`config.mk`:
```
export PLATFORM = sky130hd
export DESIGN_NAME = arm_emit_buffer_flat
export DESIGN_NICKNAME = d
export VERILOG_FILES = /design/src/rtl/arm_emit_buffer_if.sv /design/src/rtl/arm_emit_buffer.sv /design/src/flat_wrapper.sv
export SDC_FILE = /design/constraint.sdc
export NUM_CORES = 1
export LEC_CHECK = 0
export BUFFER_PORTS_ARGS = -buffer_cell sky130_fd_sc_hd__buf_2
export CAP_MARGIN = 40
export CORE_MARGIN = 4
export CORE_UTILIZATION = 35
export CTS_CLUSTER_SIZE = 24
export DETAILED_ROUTE_END_ITERATION = 8
export HOLD_SLACK_MARGIN = 0.02
export SLEW_MARGIN = 20
export SYNTH_ARGS = -nofsm -noshare
export SYNTH_HDL_FRONTEND = slang
export SYNTH_SLANG_ARGS = --single-unit
```
`constraint.sdc`:
```
create_clock -name clk -period 4.5 [get_ports clk]
set_input_delay 0.45 -clock clk [delete_from_list [all_inputs] [get_ports clk]]
set_output_delay 0.45 -clock clk [all_outputs]
set_load 0.005 [all_outputs]
```
`src/rtl/arm_emit_buffer_if.sv`:
```
// Bundle between the JVM state machine, the code RAM and the ARM emit buffer.
// The slave modport is the buffer's view; the master modport is the surrounding logic.
interface arm_emit_buffer_if #(
  parameter int AW         = 3,
  parameter int CODE_ADR_W = 12
);
  // Handshakes: a template is accepted on a clock edge when in_valid is high
  // and waiting is low; a code RAM write completes on an edge where code_we
  // and code_ready are both high. Neither side may make its valid depend on
  // the other side's ready within the same cycle.
  logic                  in_valid;
  logic [31:0]           in_word;
  logic [1:0]            in_patch;
  logic                  param_valid;
  logic [7:0]            param_byte;
  logic                  flush;
  logic                  code_ready;
  logic                  waiting;
  logic                  code_we;
  logic [CODE_ADR_W-1:0] code_adr;
  logic [31:0]           code_data;
  logic [AW:0]           count;
  logic                  flush_done;
  logic                  err;
  logic [1:0]            dbg_state;

  modport slave (
    input  in_valid, in_word, in_patch, param_valid, param_byte, flush, code_ready,
    output waiting, code_we, code_adr, code_data, count, flush_done, err, dbg_state
  );

  modport master (
    output in_valid, in_word, in_patch, param_valid, param_byte, flush, code_ready,
    input  waiting, code_we, code_adr, code_data, count, flush_done, err, dbg_state
  );
endinterface

```
`src/rtl/arm_emit_buffer.sv`:
```
// Patches ARM instruction templates with JVM operand bytes, queues them in a
// FIFO and drains the FIFO into consecutive code RAM addresses.
module arm_emit_buffer #(
  parameter int DEPTH      = 8,
  parameter int AW         = 3,
  parameter int CODE_ADR_W = 12
) (
  input  logic               clk,
  input  logic               reset,
  arm_emit_buffer_if.slave   bus
);

  typedef enum logic [1:0] {
    ST_RUN   = 2'd0,
    ST_FLUSH = 2'd1,
    ST_DONE  = 2'd2
  } state_e;

  localparam logic [AW:0] FULL_CNT = (AW+1)'(DEPTH);

  state_e                state_q, state_d;
  logic [AW-1:0]         wr_ptr_q, wr_ptr_d;
  logic [AW-1:0]         rd_ptr_q, rd_ptr_d;
  logic [AW:0]           count_q, count_d;
  logic [CODE_ADR_W-1:0] code_adr_q, code_adr_d;
  logic [15:0]           par_q, par_d;
  logic [1:0]            pcnt_q, pcnt_d;
  logic                  err_q, err_d;
  logic [31:0]           mem_q [DEPTH];

  logic                  waiting;
  logic                  push;
  logic                  pop;
  logic                  underflow;
  logic [31:0]           patched_word;

  // Stall is decoded from registered state only, so upstream sees no loop.
  assign waiting = (state_q != ST_RUN) || (count_q == FULL_CNT);
  assign push    = bus.in_valid && !waiting;
  assign pop     = (count_q != '0) && bus.code_ready;

  always_comb begin
    patched_word = bus.in_word;
    underflow    = 1'b0;
    case (bus.in_patch)
      2'b01: begin
        patched_word[7:0] = par_q[7:0];
        underflow         = (pcnt_q == 2'd0);
      end
      2'b10: begin
        patched_word[11:0] = par_q[11:0];
        underflow          = (pcnt_q != 2'd2);
      end
      2'b11: begin
        patched_word[23:0] = {{8{par_q[15]}}, par_q};
        underflow          = (pcnt_q != 2'd2);
      end
      default: ;
    endcase
  end

  always_comb begin
    state_d    = state_q;
    wr_ptr_d   = wr_ptr_q;
    rd_ptr_d   = rd_ptr_q;
    count_d    = count_q;
    code_adr_d = code_adr_q;
    par_d      = par_q;
    pcnt_d     = pcnt_q;
    err_d      = err_q;

    if (push) wr_ptr_d = wr_ptr_q + AW'(1);
    if (pop) begin
      rd_ptr_d   = rd_ptr_q + AW'(1);
      code_adr_d = code_adr_q + CODE_ADR_W'(1);
    end
    case ({push, pop})
      2'b10:   count_d = count_q + (AW+1)'(1);
      2'b01:   count_d = count_q - (AW+1)'(1);
      default: ;
    endcase

    // A patching push consumes the operand; a byte in the same cycle starts the next one.
    if (push && (bus.in_patch != 2'b00)) begin
      if (bus.param_valid) begin
        par_d  = {8'h00, bus.param_byte};
        pcnt_d = 2'd1;
      end else begin
        par_d  = 16'h0000;
        pcnt_d = 2'd0;
      end
    end else if (bus.param_valid) begin
      par_d = {par_q[7:0], bus.param_byte};
      if (pcnt_q != 2'd2) pcnt_d = pcnt_q + 2'd1;
    end

    if (push && underflow) err_d = 1'b1;

    case (state_q)
      ST_RUN:   if (bus.flush) state_d = ST_FLUSH;
      ST_FLUSH: if (count_q == '0) state_d = ST_DONE;
      ST_DONE:  state_d = ST_RUN;
      default:  state_d = ST_RUN;
    endcase
  end

  always_ff @(posedge clk or negedge reset) begin
    if (!reset) begin
      state_q    <= ST_RUN;
      wr_ptr_q   <= '0;
      rd_ptr_q   <= '0;
      count_q    <= '0;
      code_adr_q <= '0;
      par_q      <= '0;
      pcnt_q     <= '0;
      err_q      <= 1'b0;
    end else begin
      state_q    <= state_d;
      wr_ptr_q   <= wr_ptr_d;
      rd_ptr_q   <= rd_ptr_d;
      count_q    <= count_d;
      code_adr_q <= code_adr_d;
      par_q      <= par_d;
      pcnt_q     <= pcnt_d;
      err_q      <= err_d;
    end
  end

  // Storage needs no reset: count and pointers decide which entries are live.
  always_ff @(posedge clk) begin
    if (push) mem_q[wr_ptr_q] <= patched_word;
  end

  assign bus.waiting    = waiting;
  assign bus.code_we    = (count_q != '0);
  assign bus.code_adr   = code_adr_q;
  assign bus.code_data  = mem_q[rd_ptr_q];
  assign bus.count      = count_q;
  assign bus.flush_done = (state_q == ST_DONE);
  assign bus.err        = err_q;
  assign bus.dbg_state  = state_q;

endmodule

```
`src/flat_wrapper.sv`:
```
// flat-port wrapper written by rule: the top's interface ports become plain ports
module arm_emit_buffer_flat 
#(
  parameter int DEPTH      = 8,
  parameter int AW         = 3,
  parameter int CODE_ADR_W = 12
)
  (clk, reset, bus_in_valid, bus_in_word, bus_in_patch, bus_param_valid, bus_param_byte, bus_flush, bus_code_ready, bus_waiting, bus_code_we, bus_code_adr, bus_code_data, bus_count, bus_flush_done, bus_err, bus_dbg_state);
  arm_emit_buffer_if #(.AW(AW), .CODE_ADR_W(CODE_ADR_W)) bus_i ();
  input  logic clk;
  input  logic reset;
  input wire logic [$bits(bus_i.in_valid)-1:0] bus_in_valid;
  input wire logic [$bits(bus_i.in_word)-1:0] bus_in_word;
  input wire logic [$bits(bus_i.in_patch)-1:0] bus_in_patch;
  input wire logic [$bits(bus_i.param_valid)-1:0] bus_param_valid;
  input wire logic [$bits(bus_i.param_byte)-1:0] bus_param_byte;
  input wire logic [$bits(bus_i.flush)-1:0] bus_flush;
  input wire logic [$bits(bus_i.code_ready)-1:0] bus_code_ready;
  output wire logic [$bits(bus_i.waiting)-1:0] bus_waiting;
  output wire logic [$bits(bus_i.code_we)-1:0] bus_code_we;
  output wire logic [$bits(bus_i.code_adr)-1:0] bus_code_adr;
  output wire logic [$bits(bus_i.code_data)-1:0] bus_code_data;
  output wire logic [$bits(bus_i.count)-1:0] bus_count;
  output wire logic [$bits(bus_i.flush_done)-1:0] bus_flush_done;
  output wire logic [$bits(bus_i.err)-1:0] bus_err;
  output wire logic [$bits(bus_i.dbg_state)-1:0] bus_dbg_state;
  assign bus_i.in_valid = bus_in_valid;
  assign bus_i.in_word = bus_in_word;
  assign bus_i.in_patch = bus_in_patch;
  assign bus_i.param_valid = bus_param_valid;
  assign bus_i.param_byte = bus_param_byte;
  assign bus_i.flush = bus_flush;
  assign bus_i.code_ready = bus_code_ready;
  assign bus_waiting = bus_i.waiting;
  assign bus_code_we = bus_i.code_we;
  assign bus_code_adr = bus_i.code_adr;
  assign bus_code_data = bus_i.code_data;
  assign bus_count = bus_i.count;
  assign bus_flush_done = bus_i.flush_done;
  assign bus_err = bus_i.err;
  assign bus_dbg_state = bus_i.dbg_state;
  arm_emit_buffer #(.DEPTH(DEPTH), .AW(AW), .CODE_ADR_W(CODE_ADR_W)) u_core (.clk(clk), .reset(reset), .bus(bus_i));
endmodule
```
==> flow_summary.ini <==
[timing]
max-slew-margin-rel = 0.5036
tns_ps = 0
finalCriticalPeriod_ps = 2977
fin_crit_sh = 0.6616
slew_viol_final = 0
max_freq_mhz = 335.9
skew_ps = 20.46
rsz0062_at_grt = false
hold_viol_final = 0
setup_viol = 0
worst_slew_pin_slew_ps = 742.1

[power]
p_leak_nw = 4.921
power.density_nw_per_um2 = 587.1
ir_drop_v = 0.0003240

[synth]
syn-instance-count = 591
ys_warn_count = 0
avgSynthCellArea_um2 = 20.14
syn_area_um2 = 11900
ys_seq_area_frac = 0.7364
synth_edf_count = 256
ys_async_sr_fraction = 0.1438
yosysUniqueCellTypes = 38
syn_nets = 647
synth_seq_cells = 299
ys.flop_type = edfxtp_1

[worst_hold_path]
holdCritPathClass = input port to register
holdCritStartpoint = bus_param_byte[0]

[cts]
cts-resized-gates = 0
cts-root-buf = clkbuf_16
cts_hold_buffers = 1
clkTransAtPathRegs_ps = 60
cts_made_buffers = 31
cts_setup_buffers = 0
clk_latency_ps = 560
cts_max_level = 1
cts_buffer_depth = 3
cts_tree = yes
cts_sinks = 299

[worst_setup_path]
crit_path_end_kind = output port
path_max_fanout = 30
crit_family = buffers and inverters
start_kind = register
crit_required_ps = 4050
reg2reg_from = u_core.bus.count[2]
crit_path_start = u_core.rd_ptr_q[1]
path_buf_inv = 3
crit_arrival_ps = 2530
worstPathCellList = buf_4 > buf_12 > mux4_2 > mux2_2 > buf_2
critical_path_class = register to output port
crit_path_top_delay_cell = dfrtp_2
cpPeakStageDelay_ps = 490

[floorplanning]
fp-row-count = 67
die_h_um = 192.4
die_x_um = 192.4
start_util = 0.3549
die_area_um2 = 37010
ioPinCount = 102
coreArea_um2 = 33530

[cells_and_area]
finalInstanceArea_um2 = 14070
drive_above_1_share = 0.3997
antennaDiodeCount = 0
area_growth_pct = 18.22
fin_nets = 769
utilization = 0.4196

[drt]
ant_nets = 0
drtPass1Iterations = 4
post_drt_via_cell_ratio = 4.913
postRouteWirelength_um = 24770
vias = 5827
drc = 0
wire_per_inst_um = 20.89
first_iter_violations = 354

[global_route]
grt_antenna_before_repair = 0
grt_max_degree = 59
gr-total-overflow = 0
grt_pass1_vias = 6054
grt_pass1_wl_um = 37560
grt_usage = 0.1343

[place]
place_area_um2 = 13000
dpl.hpwl_um = 13830
portBuffers = 101
gp_congestion = 0.7183

[flow_run]
timing.max_cap.violations = 0

[run_status]
status = completed
## where the power goes
group / total (mW) / switching [mW] / internal (mW)
Sequential: 3.55 / 0.255 / 3.30
Combinational: 2.19 / 1.01 / 1.18
Clock: 2.52 / 1.01 / 1.51
Total: 8.26 / 2.28 / 5.98
## state kept, by name, indices dropped and copies added, names as in the netlist
name and cells:
u_core.bus.count 4, u_core.bus.code_adr 12, u_core.pcnt_q 2, u_core.par_q 16
u_core.wr_ptr_q 3, u_core.mem_q 256, u_core.bus.dbg_state 2, u_core.bus.err 1
u_core.rd_ptr_q 3
## layout make-up
| class | count | area (um2) |
|---|---|---|
| fill | 3001 | 19460 |
| clock buffer | 38 | 812.0 |
| clock inverter | 20 | 202.7 |
| tap | 448 | 560.5 |
| sequential | 299 | 8770 |
| inverter | 5 | 21.27 |
| multi-input combinational | 260 | 3024 |
| timing repair buffer | 116 | 678.2 |
## cells in the final DEF (no fill, tap or decap), types with 3 or more instances in the layout
cell type,netlist,final
clkbuf_1,14,6
dfrtp_1,43,40
nor3_1,5,3
inv_1,4,4
buf_2,4,101
buf_12,0,3
ha_1,8,8
mux2_2,50,50
mux4_2,64,64
clkinv_2,0,8
xnor2_1,13,13
edfxtp_1,256,256
mux2i_1,9,9
nor2_1,14,12
nand2_1,29,29
nor2b_1,5,5
a21oi_1,5,5
o21ai_0,9,9
buf_4,6,10
clkinv_1,0,5
xor2_1,7,7
nor3b_1,7,3
nor3b_2,0,4
nand3_1,7,7
a21o_1,9,9
bufinv_16,0,4
nand4_1,3,3
clkbuf_16,0,31
and3_1,3,3
## through the flow
step                      setup WS [ps]  hold WS (ps)  total power, mW  std cells
after detailed placement           1731         459.2            5.815       1125
after global routing               1401         107.7            8.707       1186
after CTS                          1131         83.56            8.360       1184
final                              1523         112.8            8.259       1186
after global placement             1736         461.2            5.778       1124
after floorplan                   459.9         154.4            5.035        591
## cell usage after synthesis, drive strengths merged (3+ instances only)
cell type  count  area share
nor2          16      0.0055
mux4          64        0.12
dfrtp         43       0.090
inv            5      0.0018
nor3           5      0.0021
mux2i          9      0.0076
a21oi          5      0.0021
o21ai          9      0.0038
nand3          7      0.0029
nor3b          7      0.0044
nor2b          5      0.0026
nand2         30      0.0097
nand4          3      0.0016
clkbuf        14      0.0044
and3           3      0.0016
mux2          50       0.047
ha             8      0.0084
xnor2         13      0.0096
a21o           9      0.0057
xor2           7      0.0052
buf           13      0.0070
edfxtp       256        0.65
## worst register-to-register path: cells and delay by family (launching register included)
kind	cells	cell delay (ps)
compound gates	2	930
fa+ha+maj	2	510
xor+xnor	3	490
simple gates	1	70
buf+inv	1	160
flops	1	490
## metal layers
layer | GRT usage | up-vias | routed length [um]
met5 | 0 | - | 0
met4 | 0.02743 | 0 | 408
met3 | 0.02460 | 28 | 1293
met2 | 0.2127 | 142 | 11660
met1 | 0.1965 | 3041 | 11410
li1 | - | 2616 | -
## cell families after synthesis
| kind of cell | Yosys count | share of synthesized area |
|---|---|---|
| AO/OA/AOI/OAI | 28 | 0.01682 |
| XOR/XNOR | 20 | 0.01472 |
| multiplexers | 123 | 0.1760 |
| adder cells (fa/ha/maj) | 8 | 0.008412 |
| AND/OR/NAND/NOR | 81 | 0.03438 |
| flip-flops | 299 | 0.7364 |
| buffers and inverters | 32 | 0.01325 |
## final timing paths
kind                                           end  slack (ps)  cells past startpoint
max                               bus_code_data[8]        1520                      5
min                                u_core.par_q[0]         110                      3
max reg2reg                    u_core.bus.count[2]        1740                      9
min reg2reg                u_core.bus.code_adr[11]         480                      1
max in group asynchronous       u_core.rd_ptr_q[0]        3520                      3
min in group asynchronous  u_core.bus.code_adr[10]         520                      3
(Power assumes the default switching activity.)
